$ cat src/rtl/kbd_ps2_pkg.sv
// Shared definitions for the PS/2 keyboard peripheral: bus constants,
// register selects, STATUS bit positions, receiver states and the frame check.
package kbd_ps2_pkg;

   // Bus slot shared with the other memory-mapped peripherals.
   localparam int   DATA_W   = 32;
   localparam logic MEM_READ = 1'b1;

   // Register selects (addr[1:0]).
   localparam logic [1:0] KBD_DATA = 2'd0;
   localparam logic [1:0] KBD_STAT = 2'd1;

   // STATUS register bit positions.
   localparam int ST_NONEMPTY = 0;
   localparam int ST_FULL     = 1;
   localparam int ST_OVF      = 2;
   localparam int ST_ERR      = 3;
   localparam int ST_CNT_LO   = 8;

   // Receiver frame position: start, eight data bits, parity, stop.
   typedef enum logic [1:0] {
      RX_IDLE   = 2'd0,
      RX_DATA   = 2'd1,
      RX_PARITY = 2'd2,
      RX_STOP   = 2'd3
   } rx_state_e;

   // A frame is good when the stop bit is high and data plus parity has odd weight.
   function automatic logic frame_ok(input logic [7:0] data, input logic parity,
                                     input logic stop);
      return stop & (^{data, parity});
   endfunction

endpackage

$ cat src/rtl/kbd_ps2_rx.sv
// PS/2 device-to-host receiver: synchronises the raw pins, detects falling
// clock edges, shifts in an 11-bit frame LSB first and checks parity/stop.
// An idle gap of TIMEOUT cycles inside a frame aborts it as an error.
//
// Output handshake: byte_valid_o and frame_err_o are single-cycle pulses with
// no ready/back-pressure; byte_o is valid only while byte_valid_o is high, and
// the consumer must take or drop the byte in that same cycle.
module kbd_ps2_rx
   import kbd_ps2_pkg::*;
#(
   parameter int TIMEOUT = 50000
) (
   input  logic       clk_i,
   input  logic       rst_ni,
   input  logic       ps2_clk_i,
   input  logic       ps2_data_i,
   output logic       byte_valid_o,
   output logic [7:0] byte_o,
   output logic       frame_err_o,
   output logic [1:0] state_o
);

   localparam int                TMO_W   = (TIMEOUT > 2) ? $clog2(TIMEOUT) : 1;
   localparam logic [TMO_W-1:0]  TMO_MAX = TMO_W'(TIMEOUT - 1);

   logic             clk_meta_q, clk_s_q, clk_prev_q;
   logic             data_meta_q, data_s_q;
   logic             fall;

   rx_state_e        state_q, state_d;
   logic [2:0]       bit_cnt_q, bit_cnt_d;
   logic [7:0]       shift_q, shift_d;
   logic             par_q, par_d;
   logic [TMO_W-1:0] tmo_q, tmo_d;

   // Two-flop synchronisers plus one extra clock sample for edge detection;
   // idle-high reset values keep a reset release from looking like an edge.
   always_ff @(posedge clk_i or negedge rst_ni) begin
      if (!rst_ni) begin
         clk_meta_q  <= 1'b1;
         clk_s_q     <= 1'b1;
         clk_prev_q  <= 1'b1;
         data_meta_q <= 1'b1;
         data_s_q    <= 1'b1;
      end else begin
         clk_meta_q  <= ps2_clk_i;
         clk_s_q     <= clk_meta_q;
         clk_prev_q  <= clk_s_q;
         data_meta_q <= ps2_data_i;
         data_s_q    <= data_meta_q;
      end
   end

   assign fall = clk_prev_q & ~clk_s_q;

   // Receiver state, shift register and inactivity counter.
   always_ff @(posedge clk_i or negedge rst_ni) begin
      if (!rst_ni) begin
         state_q   <= RX_IDLE;
         bit_cnt_q <= '0;
         shift_q   <= '0;
         par_q     <= 1'b0;
         tmo_q     <= '0;
      end else begin
         state_q   <= state_d;
         bit_cnt_q <= bit_cnt_d;
         shift_q   <= shift_d;
         par_q     <= par_d;
         tmo_q     <= tmo_d;
      end
   end

   // Frame sequencing on each falling edge; timeout abort between edges.
   always_comb begin
      state_d      = state_q;
      bit_cnt_d    = bit_cnt_q;
      shift_d      = shift_q;
      par_d        = par_q;
      byte_valid_o = 1'b0;
      frame_err_o  = 1'b0;

      // The counter saturates so a long idle period never wraps into a false abort.
      if (fall)
         tmo_d = '0;
      else if (tmo_q == TMO_MAX)
         tmo_d = tmo_q;
      else
         tmo_d = tmo_q + TMO_W'(1);

      if (fall) begin
         unique case (state_q)
            RX_IDLE: begin
               if (!data_s_q) begin
                  state_d   = RX_DATA;
                  bit_cnt_d = '0;
               end
            end
            RX_DATA: begin
               shift_d = {data_s_q, shift_q[7:1]};
               if (bit_cnt_q == 3'd7)
                  state_d = RX_PARITY;
               else
                  bit_cnt_d = bit_cnt_q + 3'd1;
            end
            RX_PARITY: begin
               par_d   = data_s_q;
               state_d = RX_STOP;
            end
            RX_STOP: begin
               state_d = RX_IDLE;
               if (frame_ok(shift_q, par_q, data_s_q))
                  byte_valid_o = 1'b1;
               else
                  frame_err_o = 1'b1;
            end
            default: state_d = RX_IDLE;
         endcase
      end else if ((state_q != RX_IDLE) && (tmo_q == TMO_MAX)) begin
         state_d     = RX_IDLE;
         frame_err_o = 1'b1;
      end
   end

   assign byte_o  = shift_q;
   assign state_o = state_q;

endmodule

$ cat src/rtl/kbd_ps2.sv
// Memory-mapped PS/2 keyboard port: queues received scancodes in a small FIFO
// and exposes DATA (pop on read) and STATUS (sticky ovf/err) registers.
module kbd_ps2
   import kbd_ps2_pkg::*;
#(
   parameter int FIFO_DEPTH = 8,
   parameter int TIMEOUT    = 50000
) (
   input  logic              clk,
   input  logic              rst,
   input  logic              ena,
   input  logic              rw,
   input  logic [DATA_W-1:0] addr,
   output logic [DATA_W-1:0] rdata,
   input  logic [DATA_W-1:0] wdata,
   input  logic              ps2_clk,
   input  logic              ps2_data
);

   localparam int PTR_W = $clog2(FIFO_DEPTH);
   localparam int CNT_W = PTR_W + 1;

   logic             rx_valid, rx_err;
   logic [7:0]       rx_byte;
   logic [1:0]       rx_state;

   logic [7:0]       mem_q [FIFO_DEPTH];
   logic [PTR_W-1:0] wptr_q, wptr_d, rptr_q, rptr_d;
   logic [CNT_W-1:0] count_q, count_d;
   logic             ovf_q, ovf_d, err_q, err_d;
   logic [DATA_W-1:0] rdata_q, rdata_d, status;

   logic             rd_en, wr_en, empty, full, pop, push, ovf_set, stat_wr;
   logic [1:0]       sel;
   logic             unused_bits;

   kbd_ps2_rx #(
      .TIMEOUT (TIMEOUT)
   ) u_rx (
      .clk_i        (clk),
      .rst_ni       (rst),
      .ps2_clk_i    (ps2_clk),
      .ps2_data_i   (ps2_data),
      .byte_valid_o (rx_valid),
      .byte_o       (rx_byte),
      .frame_err_o  (rx_err),
      .state_o      (rx_state)
   );

   // Bus decode, FIFO bookkeeping, sticky flags and read data selection.
   always_comb begin
      sel     = addr[1:0];
      rd_en   = ena && (rw == MEM_READ);
      wr_en   = ena && (rw != MEM_READ);
      stat_wr = wr_en && (sel == KBD_STAT);
      empty   = (count_q == '0);
      full    = (count_q == CNT_W'(FIFO_DEPTH));
      pop     = rd_en && (sel == KBD_DATA) && !empty;
      // A pop in the same cycle frees the slot, so a push into a full FIFO survives.
      push    = rx_valid && (!full || pop);
      ovf_set = rx_valid && full && !pop;

      wptr_d = push ? wptr_q + PTR_W'(1) : wptr_q;
      rptr_d = pop  ? rptr_q + PTR_W'(1) : rptr_q;
      unique case ({push, pop})
         2'b10:   count_d = count_q + CNT_W'(1);
         2'b01:   count_d = count_q - CNT_W'(1);
         default: count_d = count_q;
      endcase

      // Clear first so that a set event in the same cycle wins.
      ovf_d = ovf_q;
      if (stat_wr && wdata[ST_OVF]) ovf_d = 1'b0;
      if (ovf_set)                  ovf_d = 1'b1;
      err_d = err_q;
      if (stat_wr && wdata[ST_ERR]) err_d = 1'b0;
      if (rx_err)                   err_d = 1'b1;

      status                          = '0;
      status[ST_NONEMPTY]             = !empty;
      status[ST_FULL]                 = full;
      status[ST_OVF]                  = ovf_q;
      status[ST_ERR]                  = err_q;
      status[ST_CNT_LO +: CNT_W]      = count_q;

      rdata_d = rdata_q;
      if (rd_en) begin
         unique case (sel)
            KBD_DATA: rdata_d = empty ? '0 : {{(DATA_W-8){1'b0}}, mem_q[rptr_q]};
            KBD_STAT: rdata_d = status;
            default:  rdata_d = '0;
         endcase
      end
   end

   // Control state: pointers, occupancy, sticky flags and registered read data.
   always_ff @(posedge clk or negedge rst) begin
      if (!rst) begin
         wptr_q  <= '0;
         rptr_q  <= '0;
         count_q <= '0;
         ovf_q   <= 1'b0;
         err_q   <= 1'b0;
         rdata_q <= '0;
      end else begin
         wptr_q  <= wptr_d;
         rptr_q  <= rptr_d;
         count_q <= count_d;
         ovf_q   <= ovf_d;
         err_q   <= err_d;
         rdata_q <= rdata_d;
      end
   end

   // Scancode storage; contents are only observable through the pointers.
   always_ff @(posedge clk) begin
      if (push) mem_q[wptr_q] <= rx_byte;
   end

   assign rdata = rdata_q;

   // Address and write-data bits outside the decoded fields, plus the receiver
   // state tap, are intentionally not used here.
   assign unused_bits = ^{addr[DATA_W-1:2], wdata[DATA_W-1:4], wdata[1:0], rx_state};

endmodule

$ cat config.mk
export PLATFORM = sky130hd
export DESIGN_NAME = kbd_ps2
export DESIGN_NICKNAME = d
export VERILOG_FILES = /design/src/rtl/kbd_ps2_pkg.sv /design/src/rtl/kbd_ps2_rx.sv /design/src/rtl/kbd_ps2.sv
export SDC_FILE = /design/constraint.sdc
export NUM_CORES = 1
export LEC_CHECK = 0
export ABC_CLOCK_PERIOD_IN_PS = 7500
export CAP_MARGIN = 5
export CELL_PAD_IN_SITES_DETAIL_PLACEMENT = 0
export CELL_PAD_IN_SITES_GLOBAL_PLACEMENT = 1
export CORE_ASPECT_RATIO = 0.8
export CORE_MARGIN = 3
export CORE_UTILIZATION = 46
export DETAILED_ROUTE_END_ITERATION = 8
export GPL_TIMING_DRIVEN = 0
export PLACE_DENSITY_LB_ADDON = 0.1
export SYNTH_ARGS = -nofsm -noshare
export SYNTH_HDL_FRONTEND = slang
export SYNTH_HIERARCHICAL = 1
export SYNTH_SLANG_ARGS = --single-unit
$ cat constraint.sdc
create_clock -name clk -period 7.5 [get_ports clk]
set_input_delay 1.125 -clock clk [delete_from_list [all_inputs] [get_ports clk]]
set_output_delay 1.125 -clock clk [all_outputs]
set_load 0.03 [all_outputs]
# Word-level counts from Yosys, hierarchy flattened
# Memories as Yosys holds them, arrays and structs flattened.
# Cells that the tools add are included.
# totals
mem_count	1
reg_bits	79
wordCells	96
out_inout_bits	32
input_bits	70
ram_bits	64
# memory_table
name	words	word_bits	read_ports	rd_ports_with_merged_regs	write_ports	line_no	text
mem_q	8	8	1	0	1	kbd_ps2.sv:27	logic [7:0] mem_q [FIFO_DEPTH];
# classes
add_sub_neg	6
bitwise_logic	4
eq_ne	14
mux	26
n_reduce_logical	29
# op_table
op	count
$mux 16	2
$pmux 12 s2	1
$add 16x1->16 const B	1
$eq 16x16->1 const B	1
$mux 1	13
$reduce_bool 2->1	6
$logic_and 1x1->1	11
$add 3x1->3 const B	3
$reduce_xor 9->1	1
$mux 2	4
$mux 8	1
$pmux 2 s4	1
$pmux 4 s2	1
$eq 2x1->1 const B	3
$eq 2x2->1 const B	3
$mux 3	2
$ne 3x3->1 const B	2
$pmux 3 s2	1
$add 4x1->4 const B	1
$eq 4x4->1 const B	1
$logic_not 2->1	2
$logic_not 4->1	1
$ne 2x2->1 const B	2
$reduce_and 2->1	2
other kinds (9)	13

# Logic depth before layout (Yosys ltp)
# logic_depth
depth_word	8
ltp_mapped	11
depth_no_buf	11

# Cells and area by module
# The synthesis kept the hierarchy.
# modules_own_cells
mod	area_per_inst_um2	n_inst	seq_area_each_um2	cells_each
kbd_ps2	3672.3	1	2522.4	218
kbd_ps2_rx	1712.9	1	882.1	158

# Least setup slack after synthesis
# Ideal clock, no wire load.
# synth_timing
path_type	reg-to-reg
from	reg u_rx.shift_q[1] (netlist: u_rx/byte_o[1])
to	mem mem_q[1][0], enable pin
t_arrival_ns	2.647
path_slack_ns	4.469
required_ns	7.117
period_less_slack_ns	3.031
setup_time_ns	0.383
path_stages_with_launch	9
n_path_buf	0
path_cell_list	dfrtp_1 > xnor2_1 > xnor3_1 > xnor2_1 > and4_1 > inv_1 > a31oi_1 > nand2_1 > nor3_1
# synth_via
elab_chain_cells	8
# synth_rtl
item	line_no	text
start, declared	kbd_ps2_rx.sv:32	logic [7:0] shift_q, shift_d;
start signal, assigned	kbd_ps2_rx.sv:67	shift_q <= shift_d;
$reduce_xor 9->1	kbd_ps2_pkg.sv:31	return stop & (^{data, parity});
$and 1x1->1	kbd_ps2_pkg.sv:31	
$mux 1	kbd_ps2_rx.sv:111	if (frame_ok(shift_q, par_q, data_s_q))
$mux 1	kbd_ps2_rx.sv:91	unique case (state_q)
$mux 1	kbd_ps2_rx.sv:90	if (fall) begin
net rx_valid	kbd_ps2.sv:23	logic rx_valid, rx_err;
$logic_and 1x1->1	kbd_ps2.sv:60	push = rx_valid && (!full || pop);
$mux 1	kbd_ps2.sv:117	if (push) mem_q[wptr_q] <= rx_byte;
$mux 1 (not written as such)	kbd_ps2.sv:117	
end, declared	kbd_ps2.sv:27	
# The timed path passes the listed nets, and every way through them passes these cells.

# Worst setup path after layout
# Ends and elaborated chain as after synthesis.

==> impl_metrics.sql <==
INSERT INTO impl_metrics (metric_group, metric, value, unit) VALUES
('synth', 'post_synth.cell_area_avg', '14.3', 'um^2'),
('outcome', 'outcome', 'finished, final reports clean', ''),
('clock_tree', 'post_cts_buffers', '0', ''),
('critical_path', 'path_class', 'flop to flop', ''),
('clock_tree', 'h-tree-depth', '4', ''),
('synth', 'yosys.cell_types.count', '54', ''),
('global_routing', 'global_route.overflow_total', '0', ''),
('timing', 'final-setup-viol-count', '0', ''),
('clock_tree', 'clock_latency', '0.41', 'ns'),
('placement', 'port_buffers', '21', ''),
('global_routing', 'grt_pass1_wl', '16800', 'um'),
('critical_path', 'cp.arrival', '3.92', 'ns'),
('drt', 'first_pass_iters', '4', ''),
('clock_tree', 'numClockSinks', '123', ''),
('floorplanning', 'floorplan_die_width', '127', 'um'),
('critical_path', 'worst_setup_path_start_kind', 'flop', ''),
('critical_path', 'setup.worst_path.start', 'u_rx/byte_o[1]', ''),
('critical_path', 'critical_path_required', '7.61', 'ns'),
('synth', 'synth-seq-cells', '123', ''),
('layout', 'flow.area_growth_from_synthesis', '20.7', '%'),
('critical_path', 'worst_r2r_startpoint', 'u_rx/byte_o[1]', ''),
('timing', 'grt_setup_unrepaired', 'no', ''),
('clock_tree', 'clk_root_buffer_cell', 'sky130_fd_sc_hd__clkbuf_16', ''),
('power', 'vdd.ir_drop.worst', '0.000212', 'V'),
('synth', 'ys.flop_type', 'sky130_fd_sc_hd__edfxtp_1', ''),
('drt', 'vias', '3191', ''),
('floorplanning', 'placement_rows', '34', ''),
('timing', 'finalCritPeriodShare', '50.7', '%'),
('global_routing', 'vias_in_the_first_global_route', '3050', ''),
('floorplanning', 'die_area', '13000', 'um^2'),
('power', 'leakage', '2.52', 'nW'),
('hold_path', 'holdCritPathClass', 'flop to flop', ''),
('clock_tree', 'path_clk_slew', '0.05', 'ns'),
('layout', 'most-common-layout-cells', 'sky130_fd_sc_hd__edfxtp_1, sky130_fd_sc_hd__dfrtp_1, sky130_fd_sc_hd__nand2_1, sky130_fd_sc_hd__buf_4', ''),
('critical_path', 'end_kind', 'flop', ''),
('drt', 'drt-wirelength-per-cell', '17.4', 'um'),
('drt', 'drcViolationCount', '0', ''),
('global_routing', 'grt_usage', '17.1', '%'),
('placement', 'finalWeightedCongestion', '0.785', ''),
('power', 'power', '2.27', 'mW'),
('timing', 'clock-skew-final', '0.0151', 'ns'),
('placement', 'detailed_place_hpwl', '7200', 'um'),
('job', 'drv.max_cap_violation_count', '0', ''),
('critical_path', 'last_element_of_the_critical_path', 'mem_q[1][0]', ''),
('floorplanning', 'die_height', '103', 'um'),
('timing', 'hold_viol_final', '0', ''),
('critical_path', 'worst-path-max-fanout', '11', ''),
('power', 'power_density', '349', 'nW/um^2'),
('synth', 'syn-cell-area', '5390', 'um^2'),
('global_routing', 'grt_antenna_before_repair', '0', ''),
('layout', 'layout_cells_sized_above_1', '22.4', '%'),
('critical_path', 'critical_path.reg2reg.endpoint', 'mem_q[1][0]', ''),
('drt', 'routed_wl', '10300', 'um'),
('layout', 'numnets_final', '518', ''),
('clock_tree', 'cts.hold.buffers_added', '0', ''),
('timing', 'tightestPinTransition', '0.928', 'ns'),
('synth', 'ys_seq_area_share', '63.2', '%'),
('critical_path', 'ff2ff_setup_slack', '3.70', 'ns'),
('synth', 'ys.warnings.count', '6', ''),
('clock_tree', 'cts_tree', 'done', ''),
('timing', 'maxClockFrequency', '263', 'MHz'),
('layout', 'antenna_cells', '0', ''),
('timing', 'count_of_final_max_slew_check_failures', '0', ''),
('timing', 'slew_headroom', '38.0', '%'),
('drt', 'route.antenna.remaining_nets', '0', ''),
('timing', 'layout_min_cycle_time', '3.80', 'ns'),
('synth', 'postSynthCellCount', '376', ''),
('timing', 'fin_tns_setup', '0', 'ns'),
('layout', 'final_common_cell', 'sky130_fd_sc_hd__edfxtp_1', ''),
('drt', 'initialDrtViolationCount', '193', ''),
('clock_tree', 'post_cts_resized', '0', ''),
('synth', 'ys_async_sr_fraction', '48.0', '%'),
('clock_tree', 'clockBufferDepth', '2', ''),
('floorplanning', 'ios', '102', ''),
('drt', 'drt-vias-per-instance', '5.36', ''),
('floorplanning', 'design.core.area', '11100', 'um^2'),
('critical_path', 'timing.reg2reg.worst_path_depth', '9', ''),
('floorplanning', 'initial_utilization', '48.3', '%'),
('synth', 'number_of_flops_mapped_to_enable_cells_by_yosys', '64', ''),
('global_routing', 'grt_max_degree', '37', ''),
('clock_tree', 'cts_buffers', '17', '');
## worst min-delay path by stage
| stage | end | cells after the start | from | slack, ns |
|---|---|---|---|---|
| global route | u_rx/clk_s_q | 0 | u_rx/clk_meta_q | 0.36 |
| floorplan | u_rx/clk_s_q | 0 | u_rx/clk_meta_q | 0.35 |
| detailed placement | u_rx/clk_s_q | 0 | u_rx/clk_meta_q | 0.35 |
| CTS | u_rx/clk_s_q | 0 | u_rx/clk_meta_q | 0.36 |
| global placement | u_rx/data_s_q | 0 | u_rx/data_meta_q | 0.35 |
| finish | u_rx/clk_s_q | 0 | u_rx/clk_meta_q | 0.36 |
## flip-flops by register name (all words and copies together) (netlist names), 2 cells and up
| signal | count |
|---|---|
| u_rx/tmo_q | 16 |
| u_rx/state_o | 2 |
| mem_q | 64 |
| rdata | 12 |
| count_q | 4 |
| rptr_q | 3 |
| u_rx/byte_o | 8 |
| wptr_q | 3 |
| u_rx/bit_cnt_q | 3 |
## kinds of logic (layout without fill, tap and decap cells)
group,after synthesis,after routing,share of synthesized area (%)
flip-flops,123,123,63.2
AND/OR/NAND/NOR,106,106,10.8
AO/OA/AOI/OAI,45,45,5.65
buffers and inverters,38,94,4.30
multiplexers,31,31,9.80
XOR/XNOR,22,22,3.83
adder cells (fa/ha/maj),10,10,2.32
other,1,20,0.0696
## per-layer routing
layer / track usage, % / share of wire (%) / vias up
li1: - / - / 1498
met5: 0 / 0 / -
met1: 24.0 / 48 / 1600
met3: 5.44 / 5.1 / 7
met4: 4.95 / 0.72 / 0
met2: 26.1 / 46 / 86
## critical path: stages (launching register included)
cell and delay, ns:
sky130_fd_sc_hd__dfrtp_1 0.56, sky130_fd_sc_hd__xnor2_1 0.17, sky130_fd_sc_hd__xnor3_1 0.45, sky130_fd_sc_hd__xnor2_1 0.27
sky130_fd_sc_hd__and4_1 0.38, sky130_fd_sc_hd__inv_1 0.14, sky130_fd_sc_hd__a31oi_1 0.48, sky130_fd_sc_hd__nand2_1 0.21
sky130_fd_sc_hd__nor3_1 0.57, sky130_fd_sc_hd__buf_4 0.28
## synthesized netlist by cell type (2+ instances only)
library cell               number  share of area (%)
sky130_fd_sc_hd__buf_2          5               0.46
sky130_fd_sc_hd__nor4bb_1       3               0.56
sky130_fd_sc_hd__nor3b_1        2               0.28
sky130_fd_sc_hd__a221o_1        4               0.74
sky130_fd_sc_hd__a22o_1         4               0.65
sky130_fd_sc_hd__mux2i_1        4               0.74
sky130_fd_sc_hd__a32oi_1        2               0.33
sky130_fd_sc_hd__nor4_1         3               0.35
sky130_fd_sc_hd__dfrtp_1       54                 25
sky130_fd_sc_hd__mux4_2        16                6.7
sky130_fd_sc_hd__nand2b_1       7               0.81
sky130_fd_sc_hd__a21oi_1        8               0.74
sky130_fd_sc_hd__xnor2_1       16                2.6
sky130_fd_sc_hd__xor2_1         5               0.81
sky130_fd_sc_hd__nor2b_1        3               0.35
sky130_fd_sc_hd__edfxtp_1      64                 36
sky130_fd_sc_hd__nor3_1         7               0.65
sky130_fd_sc_hd__and4_1         2               0.33
sky130_fd_sc_hd__a22oi_1        3               0.42
sky130_fd_sc_hd__nand3_1        7               0.65
sky130_fd_sc_hd__inv_1          6               0.42
sky130_fd_sc_hd__or3_1          5               0.58
sky130_fd_sc_hd__dfstp_2        5                2.4
sky130_fd_sc_hd__nand4_1        3               0.35
sky130_fd_sc_hd__o21ai_0       15                1.4
sky130_fd_sc_hd__a21o_1         2               0.28
sky130_fd_sc_hd__and3_1         5               0.58
sky130_fd_sc_hd__nor2_1        17                1.2
sky130_fd_sc_hd__nand2_1       32                2.2
sky130_fd_sc_hd__buf_4         20                2.8
sky130_fd_sc_hd__clkbuf_1       6               0.42
sky130_fd_sc_hd__ha_1          10                2.3
sky130_fd_sc_hd__mux2_2        10                2.1
## power breakdown
| group | leakage [nW] | switching, mW | internal, mW |
|---|---|---|---|
| registers | 1.32 | 0.109 | 0.824 |
| clock network | 0.291 | 0.292 | 0.555 |
| logic | 0.902 | 0.248 | 0.242 |
## metrics by stage
stage / area, um^2 / instances / setup slack (ns) / util (%) / hold WS (ns)
detailed placement: 5880 / 563 / 3.58 / 52.7 / 0.351
finish: 6500 / 595 / 3.70 / 58.3 / 0.358
global placement: 5850 / 560 / 3.25 / 52.5 / 0.349
global route: 6500 / 595 / 3.42 / 58.3 / 0.362
CTS: 6500 / 595 / 3.70 / 58.3 / 0.358
floorplan: 5460 / 395 / 4.47 / - / 0.345
## final cells by class
class | instances | area [um^2]
Buffer | 32 | 209
Clock buffer | 17 | 425
Clock inverter | 15 | 199
Fill cell | 877 | 4640
Inverter | 6 | 22.5
Multi-Input combinational cell | 234 | 1820
Sequential cell | 123 | 3400
Tap cell | 144 | 180
Timing Repair Buffer | 24 | 240
(Power assumes the default switching activity.)
